`config.mk`:
```
export PLATFORM = sky130hd
export DESIGN_NAME = seq_divider
export DESIGN_NICKNAME = d
export VERILOG_FILES = /design/src/rtl/seq_divider.sv
export SDC_FILE = /design/constraint.sdc
export NUM_CORES = 1
export LEC_CHECK = 0
export ABC_CLOCK_PERIOD_IN_PS = 4800
export CORE_ASPECT_RATIO = 2
export CORE_MARGIN = 2
export CORE_UTILIZATION = 57
export CTS_CLUSTER_DIAMETER = 200
export DETAILED_ROUTE_END_ITERATION = 10
export GPL_ROUTABILITY_DRIVEN = 1
export PLACE_DENSITY = 0.84
export SETUP_SLACK_MARGIN = 0.3
export SLEW_MARGIN = 10
export SYNTH_ARGS = -nofsm -noshare
export SYNTH_HDL_FRONTEND = slang
export SYNTH_SLANG_ARGS = --single-unit
```
`constraint.sdc`:
```
create_clock -name clk -period 4.8 [get_ports clk]
set_input_delay 0.96 -clock clk [delete_from_list [all_inputs] [get_ports clk]]
set_output_delay 0.96 -clock clk [all_outputs]
set_load 0.05 [all_outputs]
```
`src/rtl/seq_divider.sv`:
```
// Sequential restoring divider: one quotient bit per cycle, fixed WIDTH-cycle latency.
// Divide-by-zero completes immediately with quotient all ones and remainder equal to the dividend.
module seq_divider #(
   parameter int unsigned WIDTH = 8
) (
   input  logic             clk,
   input  logic             rst_n,
   input  logic             start,
   input  logic [WIDTH-1:0] dividend,
   input  logic [WIDTH-1:0] divisor,
   output logic [WIDTH-1:0] quotient,
   output logic [WIDTH-1:0] remainder,
   output logic             busy,
   output logic             done,
   output logic             div_by_zero
);

   localparam int unsigned CW = $clog2(WIDTH + 1);

   typedef enum logic [1:0] {StIdle, StCalc, StDone} state_e;

   state_e           state_q;
   logic [WIDTH-1:0] dvd_q;   // dividend bits shift out, quotient bits shift in
   logic [WIDTH-1:0] dvs_q;
   logic [WIDTH-1:0] rem_q;
   logic [CW-1:0]    cnt_q;

   logic [WIDTH:0]   partial;
   logic [WIDTH+1:0] trial;
   logic             no_borrow;
   logic [WIDTH-1:0] rem_next;
   logic [WIDTH-1:0] quo_next;
   logic             accept;
   logic             last_step;
   logic             unused_trial;

   // Trial subtract as partial + ~divisor + 1; the carry out of bit WIDTH means no borrow.
   always_comb begin
      partial   = {rem_q, dvd_q[WIDTH-1]};
      trial     = {1'b0, partial} + {1'b0, 1'b1, ~dvs_q} + (WIDTH+2)'(1);
      no_borrow = trial[WIDTH+1];
      rem_next  = no_borrow ? trial[WIDTH-1:0] : partial[WIDTH-1:0];
      quo_next  = {dvd_q[WIDTH-2:0], no_borrow};
      accept    = start && (state_q != StCalc);
      last_step = (cnt_q == CW'(WIDTH - 1));
   end

   // A kept difference is always below the divisor, so its top bit is zero.
   assign unused_trial = trial[WIDTH];

   always_ff @(posedge clk) begin
      if (!rst_n) begin
         state_q     <= StIdle;
         dvd_q       <= '0;
         dvs_q       <= '0;
         rem_q       <= '0;
         cnt_q       <= '0;
         quotient    <= '0;
         remainder   <= '0;
         busy        <= 1'b0;
         done        <= 1'b0;
         div_by_zero <= 1'b0;
      end else if (accept) begin
         dvd_q <= dividend;
         dvs_q <= divisor;
         rem_q <= '0;
         cnt_q <= '0;
         if (divisor == '0) begin
            state_q     <= StDone;
            quotient    <= '1;
            remainder   <= dividend;
            busy        <= 1'b0;
            done        <= 1'b1;
            div_by_zero <= 1'b1;
         end else begin
            state_q     <= StCalc;
            busy        <= 1'b1;
            done        <= 1'b0;
            div_by_zero <= 1'b0;
         end
      end else if (state_q == StCalc) begin
         dvd_q <= quo_next;
         rem_q <= rem_next;
         cnt_q <= cnt_q + CW'(1);
         if (last_step) begin
            state_q   <= StDone;
            quotient  <= quo_next;
            remainder <= rem_next;
            busy      <= 1'b0;
            done      <= 1'b1;
         end
      end else begin
         state_q <= StIdle;
         done    <= 1'b0;
      end
   end

endmodule

```
==> out/metrics.yaml, run 1 <==
grt:
  grt_max_degree: 39
  grt_pass1_wl_mm: 9.32
  grtUsageTotal_pct: 25.7
  antenna_found_initial: 0
  grt_pass1_vias: 2067
  grt_overflow_total: 0
logic_synthesis:
  synth_cell_types: 40
  syn_avg_cell_area_sq_um: 8.51
  yosysTopAreaCellShare_pct: 40.3
  ys_ff_latch: 48
  netlist_area_sq_mm: 0.00238
  synth_area_leaders: "dfxtp_1 (40%), nand2_1 (7.4%), o211a_1 (5.9%)"
  seq_area_frac_synth_pct: 40.3
  async_flop_share_pct: 0
  synth_edf_count: 0
  yosys_warnings: 0
  yosysMostFrequentCell: "dfxtp_1"
  synth_nets: 309
  synth_top_area_cell: "dfxtp_1"
  syn_inst: 280
  synth-main-ff-cell: "dfxtp_1"
  yosys-top-cells-count: "dfxtp_1 (48), nand2_1 (47), nor2_1 (28)"
die:
  top_level_ports: 38
  die_h_um: 95.4
  row_count: 33
  start_util_pct: 58.9
  die_x_um: 49.7
  dieArea_sq_mm: 0.00474
  core_area_sq_mm: 0.00405
sta:
  maxSlewViolCount: 0
  setup_ws_ns: 1.86
  finalSetupTns_ns: 0
  setup_viol: 0
  max_slew_margin_pct: 39.9
  finalCriticalPeriod_ns: 2.94
  max_slew.worst_pin.slew_ns: 0.902
  fin_skew_ns: 0.00421
  max_freq_mhz: 340
  final_hold_viol_count: 0
  min_period_over_period_pct: 61.2
  rsz0062_at_grt: "no"
drt:
  routed_wl_mm: 5.55
  vias: 2081
  dr.pass1.iters: 4
  drc: 0
  drtAntennaViolNets: 0
  drt_iter0_drc: 54
  routedWlPerCell_um: 15.3
  viasPerCell: 5.72
power_and_ir_drop:
  peakVddDrop_mv: 0.342
  powerDensity_mw_per_mm2: 334
  p_leak_nw: 1.23
hold_path:
  hold_class: "reg2reg"
clocking:
  post_cts_buffers: 0
  root_buffer: "clkbuf_8"
  clkSlewWorstSetupHoldPaths_ns: 0.09
  clock_path_buffers: 2
  cts_buffers: 5
  cts_hold_buf: 0
  post_cts_resized: 0
  h-tree-depth: 2
  cts.sinks: 48
  cts_tree: "done"
  clk_latency_ns: 0.30
setup_path:
  path_max_fanout: 25
  path_class: "in2reg"
  crit_required_ns: 5.02
  crit_arrival_ns: 3.15
  worst_setup_path_end_kind: "register"
  worstSetupStartpointType: "input port"
finish:
  nets: 340
  fillerInstances: 352
  stdcell_area_sq_mm: 0.00287
  drive_gt1_share_pct: 3.85
  fin_util_pct: 70.9
  area_delta_synth_final_pct: 20.4
  antenna_cells: 0
  stdcell_count: 364
flow_run:
  maxCapViolCount: 0
placement:
  place.gp.congestion: 0.867
  dp_cells: 356
  dp.final_hpwl_mm: 4.11
  port_buffers: 37
  placed_cell_area_sq_mm: 0.00278
  pre_cts_ws_ns: 1.61
run_status:
  status: "complete, no violations"
## per-layer routing
metal  vias up  global-route usage [%]  share of wire, %
li1       1038                       -                 -
met1       990                    28.1                39
met2        44                    48.6                55
met3         9                    3.13               3.2
met4         0                    10.4               2.3
met5         -                       0                 0
## sequential cells by signal (all words and copies together), names as in the netlist
signal and flops:
div_by_zero 1, busy 1, remainder 8, quotient 8
dvd_q 8, cnt_q 4, dvs_q 8, state_q 2
rem_q 8
## path summary, 6_finish.rpt
| kind | slack [ns] | depth (start not counted) | end | start |
|---|---|---|---|---|
| setup / recovery | 1.86 | 6 | remainder[2] | start |
| hold / removal | 0.47 | 2 | dvs_q[2] | dvs_q[2] |
| setup reg to reg | 2.05 | 8 | remainder[0] | dvs_q[3] |
| hold reg to reg | 0.47 | 2 | dvs_q[2] | dvs_q[2] |
## worst max-delay path, stage by stage
cell and delay [ns]:
clkdlybuf4s50_1 0.87, nand2_1 0.44, a22oi_1 0.28, buf_4 0.30, o21ai_0 0.12, a211oi_1 0.18
## placed cells by master, fill, tap and decap left out, types with 3 or more instances in the layout
cell type        Yosys  final
a21oi_1             10     10
mux2i_1             10     10
buf_4                0      4
clkbuf_8             0      6
a21boi_0            10     10
o211a_1             14     14
nand2_1             47     47
nor2b_1              5      5
inv_1               11     11
a211oi_1            10     10
o22ai_1              3      3
dfxtp_1             48     48
and2_1               3      3
a22oi_1              3      3
ha_1                 9      9
nand2b_1             3      3
xor2_1               4      4
o21ai_0             15     15
clkdlybuf4s50_1      0     37
nor2_1              28     28
## per-stage QoR
stage / hold WS, ns / total power, mW
global route: 0.497 / 1.00
finish: 0.471 / 0.960
CTS: 0.473 / 0.961
detailed placement: 0.461 / 0.715
global placement: 0.454 / 0.710
floorplan: 0.443 / 0.644
## area by class of cell
cell class | count | area [sq um] | share of cell area [%]
Inverter | 11 | 41.3 | 1.44
Multi-Input combinational cell | 204 | 1310 | 45.6
Sequential cell | 48 | 961 | 33.5
Clock inverter | 1 | 7.51 | 0.262
Tap cell | 52 | 65.1 | 2.27
Timing Repair Buffer | 41 | 400 | 14.0
Clock buffer | 7 | 86.3 | 3.01
## cell families after synthesis
group	Yosys count	synth area share, %
XOR/XNOR	6	2.21
adder cells (fa/ha/maj)	10	5.57
AND/OR/NAND/NOR	97	17.6
AO/OA/AOI/OAI	79	24.4
multiplexers	12	5.15
flip-flops	48	40.3
buffers and inverters	28	4.78
## power by group
group	total [mW]	leakage (nW)	switching, mW	internal (mW)
clock	0.251	0.0445	0.134	0.117
combinational	0.268	0.794	0.160	0.108
sequential	0.441	0.393	0.0174	0.423
Note: power is estimated with default switching activity, not from simulation.
==> run 2, diff against run 1 <==
Settings changed: ABC_CLOCK_PERIOD_IN_PS 4800 to 2700, CORE_UTILIZATION 57 to 48, PLACE_DENSITY 0.84 to 0.76.
Clock period 4.8 ns to 2.7 ns, I/O delays scaled along.
==> run 2 against run 1 <==
Via count increased by 2.6%. Flip-flop and latch count unchanged. Sequential share of layout area fell by 1.2 points. Routed wire length increased by 10%. Critical path depth up 2. First-iteration DRC count is 33% higher. Cell count is 3.3% higher. Largest power group unchanged. Highest routed layer unchanged. Utilization fell by 9.0 points. Total power is 90% higher. Largest cell class unchanged. Hold slack got worse by 0.0059 ns. Clock skew rose by 0.0022 ns. Combinational power is 93% higher.
==> out/metrics.yaml, run 2 (synthesis gave the netlist of run 1 again) <==
die:
  top_level_ports: 38  # unchanged
  die_x_um: 53.8  # +8.2%
  start_util_pct: 49.4  # -9.4 points
  die_h_um: 104  # +8.6%
  core_area_sq_mm: 0.00482  # +19%
  dieArea_sq_mm: 0.00558  # +18%
  row_count: 36  # +9.1%
setup_path:
  timing.rr.start: "rem_q[1]"
  crit_required_ns: 2.84  # -2.18 ns
  max_stage_delay_ns: 0.36  # -0.51 ns
  path_class: "reg2reg"
  crit_slowest_cell: "dfxtp_1"
  path_buf_inv: 1  # -1
  worst_setup_path_end_kind: "register"
  crit_end: "remainder[4]"
  crit_arrival_ns: 2.45  # -0.70 ns
  worstSetupStartpointType: "register"
  critical_path.top_delay_family: "compound AO/OA/AOI/OAI gates"
  reg2regPathDepth: 8  # unchanged
  r2r_slack_ns: 0.39  # -1.66 ns
  path_max_fanout: 5  # -80%
  worstReg2RegEnd: "remainder[4]"
  crit_chain: "ha_2 -> nor2_1 -> a211o_1 -> a2111oi_4 -> or2_4 -> buf_4 -> mux2i_1 -> a211oi_1"
  startpoint: "rem_q[1]"
  crit_cells: 8  # +2
grt:
  grtUsageTotal_pct: 24.2  # -1.5 points
  grt_pass1_vias: 2115  # +2.3%
  grt_max_degree: 26  # -33%
  antenna_found_initial: 0  # unchanged
  grt_pass1_wl_mm: 10.1  # +8.4%
  grt_overflow_total: 0  # unchanged
power_and_ir_drop:
  p_leak_nw: 1.28  # +3.9%
  finalPower_mw: 1.82  # +90%
  powerDensity_mw_per_mm2: 611  # +83%
  peakVddDrop_mv: 0.554  # +62%
drt:
  viasPerCell: 5.68  # -0.63%
  drtAntennaViolNets: 0  # unchanged
  routedWlPerCell_um: 16.3  # +6.8%
  drc: 0  # unchanged
  routed_wl_mm: 6.13  # +10%
  dr.pass1.iters: 4  # unchanged
  drt_iter0_drc: 72  # +33%
  vias: 2136  # +2.6%
placement:
  port_buffers: 37  # unchanged
  pre_cts_ws_ns: 0.270  # -1.34 ns
  dp.final_hpwl_mm: 4.65  # +13%
  place.gp.congestion: 1.01  # +17%
clocking:
  clkSlewWorstSetupHoldPaths_ns: 0.09  # about the same
  cts_hold_buf: 0  # unchanged
  cts_tree: "done"
  root_buffer: "clkbuf_8"
  h-tree-depth: 2  # unchanged
  clk_latency_ns: 0.30  # about the same
  clock_path_buffers: 2  # unchanged
  cts_buffers: 5  # unchanged
  cts.sinks: 48  # unchanged
finish:
  nets: 347  # +2.1%
  fillerInstances: 416  # +18%
  seq_area_sq_um: 962  # +0.13%
  drive_gt1_share_pct: 8.15  # +4.3 points
  final_cell_mix: "nand2_1 (47), dfxtp_1 (47), clkdlybuf4s50_1 (37), nor2_1 (28), o21ai_0 (15)"
  multi_input_area_sq_mm: 0.00135  # +3.1%
  area_delta_synth_final_pct: 25.2
  antenna_cells: 0  # unchanged
sta:
  max_freq_mhz: 434
  max_slew.worst_pin.slew_ns: 0.942  # +0.0407 ns
  finalSetupTns_ns: 0  # unchanged
  fin_skew_ns: 0.00638  # +0.00218 ns
  setup_viol: 0  # unchanged
  rsz0062_at_grt: "yes"
  maxSlewViolCount: 0  # unchanged
  max_slew_margin_pct: 37.0  # -2.8 points
  min_period_over_period_pct: 85.4
  setup_ws_ns: 0.395  # -1.47 ns
  finalCriticalPeriod_ns: 2.31
  final_hold_viol_count: 0  # unchanged
hold_path:
  hold_class: "reg2reg"
  whs_path_depth: 2  # unchanged
run_status:
  status: "complete, no violations"
flow_run:
  maxCapViolCount: 0  # unchanged
## run 2: cell count changes in the layout (fill, tap and decap cells not counted), moves of 2 or more
cell / previous run / this run
ha_4: 0 / 2
ha_1: 9 / 6
buf_4: 4 / 11
a211oi_2: 0 / 2
a211oi_1: 10 / 8
## run 2: area by class of cell
| class | count | share of cell area, % |
|---|---|---|
| clock buffers | 6 | 2.43 |
| clock inverters | 2 | 1.17 |
| inverters | 11 | 1.38 |
| multi-input cells | 204 | 45.2 |
| flip-flops and latches | 48 | 32.3 |
| well taps | 57 | 2.39 |
| repair buffers | 48 | 15.2 |
## run 2: worst min path at each step
stage / from / end / slack [ns]
2_1_floorplan: dvs_q[2] / dvs_q[2] / 0.44
3_3_place_gp: div_by_zero / div_by_zero / 0.45
3_5_place_dp: dvs_q[7] / dvs_q[7] / 0.46
4_1_cts: dvs_q[7] / dvs_q[7] / 0.47
5_1_grt: dvs_q[2] / dvs_q[2] / 0.50
6_report: dvs_q[7] / dvs_q[7] / 0.47
## run 2: routing by layer
metal | GRT usage (%) | wire (um) | vias up
met3 | 3.60 | 211 | 24
met2 | 41.6 | 3210 | 63
met4 | 14.1 | 371 | 0
met1 | 26.0 | 2330 | 992
met5 | 0 | 0 | -
li1 | - | - | 1057
## run 2: tightest hold or removal path: stages, from the launching register on
cell	delay, ns
dfxtp_1	0.32
nand2_1	0.04
a21boi_0	0.06
## run 2: power breakdown
group | internal [mW] | switching [mW]
sequential | 0.753 | 0.0329
combinational | 0.223 | 0.295
clock | 0.275 | 0.244
total | 1.25 | 0.572
## run 2: repair_timing
action / in CTS / in global routing
buffers inserted: 0 / 1
setup endpoints to repair: 2 / 7
pin swaps: 0 / 2
resized for setup: 1 / 6
## run 2: per-stage QoR
step,cell area (sq um),hold slack (ns),instances,util (%)
6_report,2980,0.466,376,61.9
5_1_grt,2980,0.498,376,61.9
4_1_cts,2940,0.470,375,60.9
3_5_place_dp,2830,0.458,367,58.6
3_3_place_gp,2830,0.453,367,58.6
2_1_floorplan,2380,0.443,280,-
